===== src/rtl/scan_mux.sv =====
// scan_mux: N-channel, W-bit registered multiplexer with per-channel valid/ready
// handshaking, a registered output stage that honours backpressure, and two
// select modes (manual index or round-robin scan across valid channels).
//
// Ports:
//   clk       system clock, rising edge
//   rst_n     asynchronous active-low reset
//   in_data   flattened channel data, channel k at [k*WIDTH +: WIDTH]
//   in_valid  per-channel data-valid
//   in_ready  per-channel accept strobe (combinational, at most one bit high)
//   mode      0 = manual select, 1 = round-robin scan
//   sel       channel index used in manual mode
//   o_data    registered selected data
//   o_chan    registered index of the channel that supplied o_data
//   o_valid   o_data/o_chan hold a valid beat
//   o_ready   consumer accepts the current beat
module scan_mux #(
  parameter int unsigned WIDTH    = 2,
  parameter int unsigned CHANNELS = 4,
  localparam int unsigned SEL_W   = $clog2(CHANNELS)
) (
  input  logic                      clk,
  input  logic                      rst_n,
  input  logic [CHANNELS*WIDTH-1:0] in_data,
  input  logic [CHANNELS-1:0]       in_valid,
  output logic [CHANNELS-1:0]       in_ready,
  input  logic                      mode,
  input  logic [SEL_W-1:0]          sel,
  output logic [WIDTH-1:0]          o_data,
  output logic [SEL_W-1:0]          o_chan,
  output logic                      o_valid,
  input  logic                      o_ready
);

  logic             load;
  logic             sel_ok;
  logic             rr_hit;
  logic             grant;
  logic [SEL_W-1:0] rr_q;
  logic [SEL_W-1:0] rr_g;
  logic [SEL_W-1:0] gnt_ch;
  logic [SEL_W-1:0] rr_next;
  logic [SEL_W:0]   rr_sum;
  logic [WIDTH-1:0] gnt_data;

  always_comb begin
    load   = !o_valid || o_ready;
    // Extra bit keeps the compare meaningful when CHANNELS is not a power of 2.
    sel_ok = {1'b0, sel} < (SEL_W + 1)'(CHANNELS);

    // Round-robin: first valid channel at or after rr_q, wrapping at CHANNELS-1.
    rr_hit = 1'b0;
    rr_g   = '0;
    rr_sum = '0;
    for (int i = 0; i < int'(CHANNELS); i++) begin
      rr_sum = {1'b0, rr_q} + (SEL_W + 1)'(i);
      if (rr_sum >= (SEL_W + 1)'(CHANNELS)) begin
        rr_sum = rr_sum - (SEL_W + 1)'(CHANNELS);
      end
      if (!rr_hit && in_valid[rr_sum[SEL_W-1:0]]) begin
        rr_hit = 1'b1;
        rr_g   = rr_sum[SEL_W-1:0];
      end
    end

    if (mode) begin
      gnt_ch = rr_g;
      grant  = load && rr_hit;
    end else begin
      gnt_ch = sel;
      grant  = load && sel_ok && in_valid[sel];
    end

    gnt_data = in_data[gnt_ch*WIDTH +: WIDTH];
    rr_next  = (gnt_ch == SEL_W'(CHANNELS - 1)) ? '0 : gnt_ch + 1'b1;

    // Held at zero during reset so no source sees an accept that is then lost.
    for (int k = 0; k < int'(CHANNELS); k++) begin
      in_ready[k] = rst_n && grant && (gnt_ch == SEL_W'(k));
    end
  end

  always_ff @(posedge clk or negedge rst_n) begin
    if (!rst_n) begin
      o_data  <= '0;
      o_chan  <= '0;
      o_valid <= 1'b0;
      rr_q    <= '0;
    end else if (load) begin
      if (grant) begin
        o_data  <= gnt_data;
        o_chan  <= gnt_ch;
        o_valid <= 1'b1;
        if (mode) begin
          rr_q <= rr_next;
        end
      end else begin
        o_valid <= 1'b0;
      end
    end
  end

endmodule

===== config.mk =====
export PLATFORM = sky130hd
export DESIGN_NAME = scan_mux
export DESIGN_NICKNAME = d
export VERILOG_FILES = /design/src/rtl/scan_mux.sv
export SDC_FILE = /design/constraint.sdc
export NUM_CORES = 1
export LEC_CHECK = 0
export ABC_AREA = 1
export CAP_MARGIN = 20
export CELL_PAD_IN_SITES_DETAIL_PLACEMENT = 1
export CELL_PAD_IN_SITES_GLOBAL_PLACEMENT = 1
export CORE_MARGIN = 4
export CORE_UTILIZATION = 27
export CTS_CLUSTER_SIZE = 16
export DETAILED_ROUTE_END_ITERATION = 12
export GPL_TIMING_DRIVEN = 0
export MAX_ROUTING_LAYER = met4
export PLACE_DENSITY = 0.77
export REMOVE_ABC_BUFFERS = 1
export SLEW_MARGIN = 10
export SYNTH_ARGS = -nofsm -noshare
export SYNTH_HDL_FRONTEND = slang
export SYNTH_SLANG_ARGS = --single-unit

===== constraint.sdc =====
create_clock -name clk -period 2.2 [get_ports clk]
set_clock_uncertainty 0.1 [all_clocks]
set_input_delay 0.44 -clock clk [delete_from_list [all_inputs] [get_ports clk]]
set_output_delay 0.44 -clock clk [all_outputs]
set_load 0.005 [all_outputs]

==> results of run 1 <==
==> kinds of logic after synthesis <==
family / count (synthesis)
flops: 7
fa+ha+maj: 1
compound gates: 11
simple gates: 88
buf+inv: 18
==> metrics by stage <==
step	hold WS (ps)	instance area (um2)
2_1_floorplan	44.4	762
3_3_place_gp	368	1060
3_5_place_dp	373	1060
4_1_cts	390	1280
5_1_grt	411	1400
6_report	383	1400
==> worst max-delay path, stage by stage (launching register included) <==
cell	delay, ps
dfrtp_2	460
clkinv_4	120
nand2_2	90
nand3_4	90
nand2_4	80
nor2_4	140
nand2_2	80
o21ai_2	160
nor2_4	60
nor2_8	130
ha_4	150
inv_2	30
nor2_1	80
buf_2	120
==> final cells by class <==
type | count | area [um2] | share of cell area [%]
clock buffer | 4 | 26.3 | 1.88
inverter | 17 | 78.8 | 5.63
sequential | 7 | 178 | 12.7
multi-input combinational | 100 | 698 | 49.9
timing repair buffer | 44 | 380 | 27.2
tap | 31 | 38.8 | 2.77
==> worst paths after layout <==
check	from	end	slack, ps	depth (start not counted)
max	rr_q[0]	in_ready[2]	-380	13
min	o_data[0]	o_data[0]	380	2
max reg2reg	rr_q[0]	o_data[1]	60	17
min reg2reg	o_data[0]	o_data[0]	380	2
max in group asynchronous	rst_n	rr_q[0]	1290	1
min in group asynchronous	rst_n	o_valid	390	1
==> routing by layer <==
layer  vias to the layer above  part of all wire [%]  wire length (um)  track usage, %
met4                         0                  0.84                24            3.94
met2                        15                    55              1580            28.6
li1                        492                     -                 -               -
met3                         4                   1.8                53           0.839
met1                       474                    42              1210            18.5
met5                         -                     0                 0               -
==> sequential cells by signal (all words and copies together) (netlist names) <==
name and flops:
o_chan 2, o_data 2, o_valid 1, rr_q 2
==> cell usage in the layout, fill, tap and decap left out, types with 3 or more instances in the layout <==
cell	Yosys	routed
nand2_1	52	32
nand2_2	7	22
clkdlybuf4s50_1	0	17
buf_4	0	15
inv_1	12	9
nand2_4	2	7
nand3_1	13	7
nand3_2	1	5
dlygate4sd2_1	0	5
dfrtp_1	7	5
inv_4	2	4
nor2_4	1	4
o21ai_1	5	4
buf_2	0	4
inv_2	3	3
o21ai_2	0	3
nor3_2	1	3
clkbuf_4	0	3
buf_6	1	3
==> synth_stat cells <==
| cell type | count | area share [%] |
|---|---|---|
| a21oi_1 | 1 | 0.65 |
| nand3_1 | 13 | 8.4 |
| o211ai_1 | 1 | 0.97 |
| nor2_1 | 5 | 2.4 |
| o2111ai_1 | 1 | 1.1 |
| nand3_2 | 1 | 1.3 |
| dfrtp_1 | 7 | 23 |
| o21ai_1 | 5 | 3.2 |
| inv_2 | 3 | 1.5 |
| inv_1 | 12 | 5.8 |
| nand2_4 | 2 | 2.9 |
| nor2_8 | 2 | 5.2 |
| nor3_2 | 1 | 1.3 |
| nor2_4 | 1 | 1.5 |
| nor3_1 | 2 | 1.3 |
| ha_1 | 1 | 1.6 |
| o21ai_0 | 3 | 1.9 |
| nand2_1 | 52 | 25 |
| nand2_2 | 7 | 5.7 |
| inv_4 | 2 | 1.6 |
| nor2_2 | 1 | 0.81 |
| and3_4 | 1 | 1.5 |
| buf_6 | 1 | 1.5 |
==> power by group <==
part | internal, mW | leakage (nW) | switching [mW]
sequential | 0.190 | 0.0822 | 0.0671
clock | 0.0692 | 0.0150 | 0.0476
combinational | 0.673 | 0.596 | 0.835
==> repair_timing <==
action | CTS | global route
hold buffers | 0 | 0
setup endpoints to repair | 7 | 10
setup buffers | 13 | 5
resized for setup | 59 | 23
pin swaps | 22 | 8
==> flow_metrics.env, run 1 <==
export IMPL_status="finished with violations"
export IMPL_violations="negative setup slack"
export IMPL_ys_ff_latch=7
export IMPL_clock_sinks=7
export IMPL_period_minus_slack_ps=2580
export IMPL_clockRootBuffer="clkbuf_4"
export IMPL_place_congestion=0.815
export IMPL_leakage_nw=0.694
export IMPL_grt_max_degree=9
export IMPL_required_ps=1660
export IMPL_cts_tree="done"
export IMPL_final_util_pct=50.8
export IMPL_worst_pin_slew_ps=424
export IMPL_clk_pin_slew_ps=50
export IMPL_fmax_ghz=0.387
export IMPL_numPortBuffers=26
export IMPL_grt_pass1_vias=1016
export IMPL_die_area_mm2=0.00378
export IMPL_p_per_area_mw_per_mm2=1340
export IMPL_synth_yosys_warnings=0
export IMPL_p_total_mw=1.88
export IMPL_cts_max_path_buffers=2
export IMPL_syn_avg_cell_area_um2=6.19
export IMPL_core_area_mm2=0.00276
export IMPL_syn_area_um2=773
export IMPL_synthAdderAreaFrac_pct=1.62
export IMPL_yosys_area_share_xor_xnor_pct=0
export IMPL_drive_above_1_share_pct=50.6
export IMPL_htree_num_levels=1
export IMPL_area_growth_pct=81.1
export IMPL_clk_insertion_delay_late_ps=250
export IMPL_drc=0
export IMPL_synth_simple_area_share_pct=57.4
export IMPL_setup_tns_ps=-1440
export IMPL_io_pins=27
export IMPL_slew_violations=0
export IMPL_drtPass1Iterations=4
export IMPL_start_util_pct=28.0
export IMPL_hold_viol=0
export IMPL_vias=985
export IMPL_grtUsageTotal_pct=15.6
export IMPL_synth_top_family_by_area="simple AND/OR/NAND/NOR gates"
export IMPL_final_setup_viol_count=4
export IMPL_drv_cap=0
export IMPL_initialDrtViolationCount=24
export IMPL_nets=192
export IMPL_layout_setup_ws_ps=-381
export IMPL_rows=19
export IMPL_ir_drop_v=0.000695
export IMPL_post_place_ws_ps=-1060
export IMPL_viasPerCell=4.85
export IMPL_crit_arrival_ps=2040
export IMPL_wl_per_cell_um=14.1
export IMPL_ys_seq_area_share_pct=22.7
export IMPL_period_share_pct=117
export IMPL_hpwl_mm=1.93
export IMPL_cp_max_fo=8
export IMPL_cts_buffers=3
export IMPL_n_fill_cell=358
export IMPL_antenna_found_initial=0
export IMPL_max_slew_margin_pct=71.6
export IMPL_postSynthCellCount=125
export IMPL_ant_nets=0
export IMPL_min_path_type="flop to flop"
export IMPL_die_h_um=61.5
export IMPL_worst_setup_path_end_kind="primary output"
export IMPL_die_w_um=61.5
export IMPL_gr_total_overflow=0
export IMPL_ys_types=23
export IMPL_antennaDiodeCount=0
export IMPL_synth_compound_area_share_pct=7.93
export IMPL_synth_mux_area_fraction_pct=0
export IMPL_critPathKind="flop to primary output"
export IMPL_place_inst=181
export IMPL_wl_mm=2.87
export IMPL_rsz0062_at_grt="yes"
export IMPL_critPathLaunchType="flop"
export IMPL_final_cells=203
export IMPL_grt_first_pass_wirelength_mm=4.41
No activity file was read; power rests on OpenSTA's default activity.
==> run 2: changes to the inputs <==
--- a/config.mk
+++ b/config.mk
@@ -15,7 +15,7 @@
 export DETAILED_ROUTE_END_ITERATION = 12
 export GPL_TIMING_DRIVEN = 0
 export MAX_ROUTING_LAYER = met4
-export PLACE_DENSITY = 0.77
+export PLACE_DENSITY_LB_ADDON = 0.12
 export REMOVE_ABC_BUFFERS = 1
 export SLEW_MARGIN = 10
 export SYNTH_ARGS = -nofsm -noshare
==> run 2 against run 1 <==
Against the previous run: largest cell class unchanged; clock power hardly changed; worst hold slack hardly changed; utilization rose by 2.5 points; fmax down 3.2%; the flow still finishes with violations (negative setup slack); worst setup slack got worse by 86 ps; sequential power is 7.8% lower; die area stayed put; register-to-register slack about the same.
==> flow_metrics.env, run 2 (synthesis results as in run 1) <==
export IMPL_clk_insertion_delay_late_ps=250
export IMPL_violations="negative setup slack"
export IMPL_top_regs="o_chan (2), o_data (2), rr_q (2)"
export IMPL_grt_most_used_layer="met2"
export IMPL_place_area_mm2=0.00106
export IMPL_place_inst=181
export IMPL_drc=0
export IMPL_die_w_um=61.5
export IMPL_drtPass1Iterations=4
export IMPL_hold_end="o_chan[1]"
export IMPL_slew_violations=0
export IMPL_core_area_mm2=0.00276
export IMPL_initialDrtViolationCount=20
export IMPL_holdBufCountCts=0
export IMPL_holdWs_ps=383
export IMPL_max_slew_margin_pct=70.3
export IMPL_globalRouteMet2Util_pct=25.9
export IMPL_gr_total_overflow=0
export IMPL_crit_chain="buf_12 > buf_4 > nand2_4 > nand3_4 > nand2_4 > nor2_4 > nand3_1 > nand3_2 > nor2_4 > nor2_8 > buf_6 > nor3_2 > buf_2"
export IMPL_antenna_found_initial=0
export IMPL_vias=964
export IMPL_worst_setup_path_end_kind="primary output"
export IMPL_period_minus_slack_ps=2670
export IMPL_reg2reg_depth=17
export IMPL_final_util_pct=53.3
export IMPL_die_h_um=61.5
export IMPL_viasPerCell=4.80
export IMPL_grt_first_pass_wirelength_mm=4.33
export IMPL_crit_slowest_cell="dfrtp_2"
export IMPL_htree_num_levels=1
export IMPL_cts_tree="done"
export IMPL_wl_mm=2.70
export IMPL_period_share_pct=121
export IMPL_antennaDiodeCount=0
export IMPL_final_setup_viol_count=4
export IMPL_r2r_start="rr_q[0]"
export IMPL_p_per_area_mw_per_mm2=1360
export IMPL_n_fill_cell=336
export IMPL_postLayoutCellArea_mm2=0.00147
export IMPL_leakage_nw=0.722
export IMPL_clockRootBuffer="clkbuf_4"
export IMPL_required_ps=1660
export IMPL_drv_cap=0
export IMPL_area_growth_pct=90.0
export IMPL_holdCritStartpoint="o_chan[1]"
export IMPL_drive_above_1_share_pct=48.8
export IMPL_cts_buffers=3
export IMPL_rows=19
export IMPL_critPathKind="flop to primary output"
export IMPL_numPortBuffers=26
export IMPL_gr_usage_met3_pct=2.10
export IMPL_final_cells=201
export IMPL_clock_sinks=7
export IMPL_status="finished with violations"
export IMPL_layout_common_cells="nand2_1, clkdlybuf4s50_1, nand2_2"
export IMPL_critPathLaunchType="flop"
export IMPL_met1_usage_pct=20.2
export IMPL_grt_max_degree=9
export IMPL_clk_pin_slew_ps=60
export IMPL_hpwl_mm=1.83
export IMPL_rsz0062_at_grt="yes"
export IMPL_place_congestion=0.894
export IMPL_io_pins=27
export IMPL_start_util_pct=28.0
export IMPL_fmax_ghz=0.375
export IMPL_cp_max_fo=6
export IMPL_ant_nets=0
export IMPL_crit_arrival_ps=2130
export IMPL_ir_drop_v=0.000738
export IMPL_nets=190
export IMPL_grtUsageTotal_pct=15.7
export IMPL_whs_path_depth=2
export IMPL_layout_setup_ws_ps=-467
export IMPL_grt_pass1_vias=981
export IMPL_cts_max_path_buffers=2
export IMPL_wl_per_cell_um=13.4
export IMPL_slowest_delay_ps=430
export IMPL_r2r_end="o_data[0]"
export IMPL_final_common_cell="nand2_1"
export IMPL_worst_pin_slew_ps=445
export IMPL_hold_viol=0
export IMPL_min_path_type="flop to flop"
export IMPL_die_area_mm2=0.00378
export IMPL_r2r_slack_ps=70
export IMPL_p_total_mw=1.99
## run 2: cell count changes in the layout (fill, tap and decap cells not counted), sizes merged
cell,previous run,this run
buf,22,20
## run 2: per-layer routing
layer,vias to the layer above,share of wire [%]
met5,-,0
met4,0,1.2
met3,4,3.5
met2,18,51
met1,453,45
li1,489,-
## run 2: worst max path at each step
stage,startpoint,endpoint,slack [ps],cells after the start
after floorplan,rr_q[0],in_ready[2],-10,12
after global placement,in_valid[3],in_ready[1],-1040,13
after detailed placement,in_valid[2],in_ready[2],-1090,15
after CTS,rr_q[0],in_ready[2],-430,14
after global routing,rr_q[0],in_ready[1],-590,13
final,rr_q[0],in_ready[1],-470,13
## run 2: through the flow
stage / setup slack (ps) / TNS (ps)
6_report: -467 / -1750
5_1_grt: -586 / -2470
4_1_cts: -426 / -1620
3_5_place_dp: -1090 / -5360
3_3_place_gp: -1040 / -5080
2_1_floorplan: -11.3 / -11.3
## run 2: cell type report
cell class / count / area, um2 / area share, %
Timing Repair Buffer: 42 / 398 / 27.1
Multi-Input combinational cell: 100 / 736 / 50.1
Clock buffer: 4 / 26.3 / 1.79
Tap cell: 31 / 38.8 / 2.64
Inverter: 17 / 92.6 / 6.30
Sequential cell: 7 / 178 / 12.1
## run 2: critical path, delay by kind of cell, from the launching register on
| kind | cells | cell delay [ps] |
|---|---|---|
| buf+inv | 4 | 550 |
| flops | 1 | 430 |
| simple gates | 9 | 890 |
## run 2: timing repair
| item | in CTS | in global routing |
|---|---|---|
| resized for setup | 66 | 28 |
| endpoints found under the setup margin | 5 | 6 |
| setup buffers | 12 | 4 |
| pin swaps | 23 | 20 |
## run 2: where the power goes
group | switching [mW] | internal [mW] | leakage (nW) | total, mW
sequential | 0.0470 | 0.190 | 0.0822 | 0.237
clock | 0.0477 | 0.0693 | 0.0150 | 0.117
combinational | 0.899 | 0.742 | 0.625 | 1.64
==> run 3: changes to the inputs <==
--- a/config.mk
+++ b/config.mk
@@ -6,11 +6,10 @@
 export NUM_CORES = 1
 export LEC_CHECK = 0
 export ABC_AREA = 1
-export CAP_MARGIN = 20
 export CELL_PAD_IN_SITES_DETAIL_PLACEMENT = 1
 export CELL_PAD_IN_SITES_GLOBAL_PLACEMENT = 1
 export CORE_MARGIN = 4
-export CORE_UTILIZATION = 27
+export CORE_UTILIZATION = 29
 export CTS_CLUSTER_SIZE = 16
 export DETAILED_ROUTE_END_ITERATION = 12
 export GPL_TIMING_DRIVEN = 0
==> constraint.sdc (replaced) <==
create_clock -name clk -period 2.9 [get_ports clk]
set_clock_uncertainty 0.1 [all_clocks]
set_input_delay 0.58 -clock clk [delete_from_list [all_inputs] [get_ports clk]]
set_output_delay 0.58 -clock clk [all_outputs]
set_load 0.005 [all_outputs]
==> run 3 against run 2 <==
Against the previous run: the flow now finishes without violations; register-to-register slack better by 690 ps; combinational power down 41%; sequential share of layout area rose by 2.0 points; critical path depth is 1 higher.
==> flow_metrics.env, run 3 (synthesis results as in run 1) <==
export IMPL_wl_per_cell_um=13.4
export IMPL_cp_max_fo=6
export IMPL_layout_common_cells="nand2_1, clkdlybuf4s50_1, nand2_2"
export IMPL_clk_pin_slew_ps=50
export IMPL_area_growth_pct=63.4
export IMPL_critPathLaunchType="primary input"
export IMPL_min_path_type="flop to flop"
export IMPL_fmax_ghz=0.350
export IMPL_cts_buffers=3
export IMPL_die_area_mm2=0.00356
export IMPL_p_total_mw=1.25
export IMPL_top_regs="o_chan (2), o_data (2), rr_q (2)"
export IMPL_start_util_pct=30.9
export IMPL_p_per_area_mw_per_mm2=989
export IMPL_antenna_found_initial=0
export IMPL_cts_tree="done"
export IMPL_hold_viol=0
export IMPL_period_minus_slack_ps=2850
export IMPL_critPathKind="primary input to primary output"
export IMPL_required_ps=2220
export IMPL_slew_violations=0
export IMPL_antennaDiodeCount=0
export IMPL_htree_num_levels=1
export IMPL_nets=186
export IMPL_holdBufCountCts=0
export IMPL_grt_first_pass_wirelength_mm=4.15
export IMPL_initialDrtViolationCount=17
export IMPL_gr_total_overflow=0
export IMPL_die_h_um=59.6
export IMPL_drtPass1Iterations=4
export IMPL_vias=937
export IMPL_multi_input_area_um2=626
export IMPL_viasPerCell=4.78
export IMPL_status="finished, final reports clean"
export IMPL_holdWs_ps=391
export IMPL_grt_max_degree=9
export IMPL_leakage_nw=0.634
export IMPL_final_setup_viol_count=0
export IMPL_place_congestion=0.822
export IMPL_io_pins=27
export IMPL_drc=0
export IMPL_clk_insertion_delay_late_ps=240
export IMPL_place_inst=180
export IMPL_r2r_slack_ps=760
export IMPL_hpwl_mm=1.88
export IMPL_worst_pin_slew_ps=432
export IMPL_grt_pass1_vias=958
export IMPL_ir_drop_v=0.000413
export IMPL_worst_setup_path_end_kind="primary output"
export IMPL_cts_max_path_buffers=2
export IMPL_ant_nets=0
export IMPL_wl_mm=2.62
export IMPL_final_common_cell="nand2_1"
export IMPL_period_share_pct=98.4
export IMPL_rows=18
export IMPL_grtUsageTotal_pct=15.8
export IMPL_numPortBuffers=26
export IMPL_drv_cap=0
export IMPL_crit_arrival_ps=2170
export IMPL_final_cells=196
export IMPL_max_slew_margin_pct=71.1
export IMPL_n_fill_cell=335
export IMPL_clockRootBuffer="clkbuf_4"
export IMPL_rsz0062_at_grt="yes"
export IMPL_core_area_mm2=0.00250
export IMPL_regArea_um2=178
export IMPL_die_w_um=59.6
export IMPL_clock_sinks=7
export IMPL_drive_above_1_share_pct=41.6
## run 3: cell types whose count changed in the layout (fill, tap and decap cells not counted), moves of 3 or more
cell	change
clkbuf_2	+5
buf_6	-4
buf_2	-3
nand2_4	-9
nand2_1	+10
## run 3: final cells by class
cell class / instances / share of cell area [%]
Multi-Input combinational cell: 100 / 49.5
Timing Repair Buffer: 38 / 25.3
Sequential cell: 7 / 14.1
Inverter: 17 / 6.04
Tap cell: 30 / 2.97
Clock buffer: 4 / 2.08
## run 3: power breakdown
part	internal (mW)	total (mW)	switching, mW
Sequential	0.144	0.195	0.0510
Combinational	0.413	0.968	0.555
Clock	0.0524	0.0867	0.0343
Total	0.609	1.25	0.641
## run 3: stage by stage
| stage | instance area (um2) | worst slack, ps | util, % | TNS [ps] |
|---|---|---|---|---|
| after floorplan | 762 | 508 | - | 0 |
| after global placement | 1060 | -606 | 42.4 | -2290 |
| after detailed placement | 1060 | -647 | 42.4 | -2440 |
| after CTS | 1190 | 9.30 | 47.6 | 0 |
| after global routing | 1260 | -80.4 | 50.6 | -173 |
| final | 1260 | 46.7 | 50.6 | 0 |
## run 3: worst paths after layout
| check | startpoint | endpoint | depth (start not counted) |
|---|---|---|---|
| setup / recovery | in_valid[3] | in_ready[2] | 14 |
| hold / removal | o_data[1] | o_data[1] | 2 |
| setup reg to reg | rr_q[0] | o_data[0] | 17 |
| hold reg to reg | o_data[1] | o_data[1] | 2 |
| max in group asynchronous | rst_n | rr_q[1] | 1 |
| min in group asynchronous | rst_n | o_data[0] | 1 |
## run 3: routing by layer
metal  vias up  wire length, um  global-route usage, %
met2        21             1420                   27.8
met4         0               24                   4.75
met5         -                0                      -
li1        477                -                      -
met3         2               91                   1.31
met1       437             1090                   19.1
## run 3: timing repair
item,4_1_cts,5_1_grt
endpoints found under the setup margin,4,4
setup buffers,8,4
pin swaps,9,15
resized for setup,31,29
## run 3: worst max-delay path, cell delays in order
cell and delay [ps]:
dlygate4sd2_1 250, inv_2 90, nand2_2 70, nand3_2 90, nand2_4 70, nor2_4 130
nand2_2 90, o21ai_2 180, nor2_4 70, nor2_8 170, ha_4 140, inv_1 30
nor2_1 70, buf_2 120
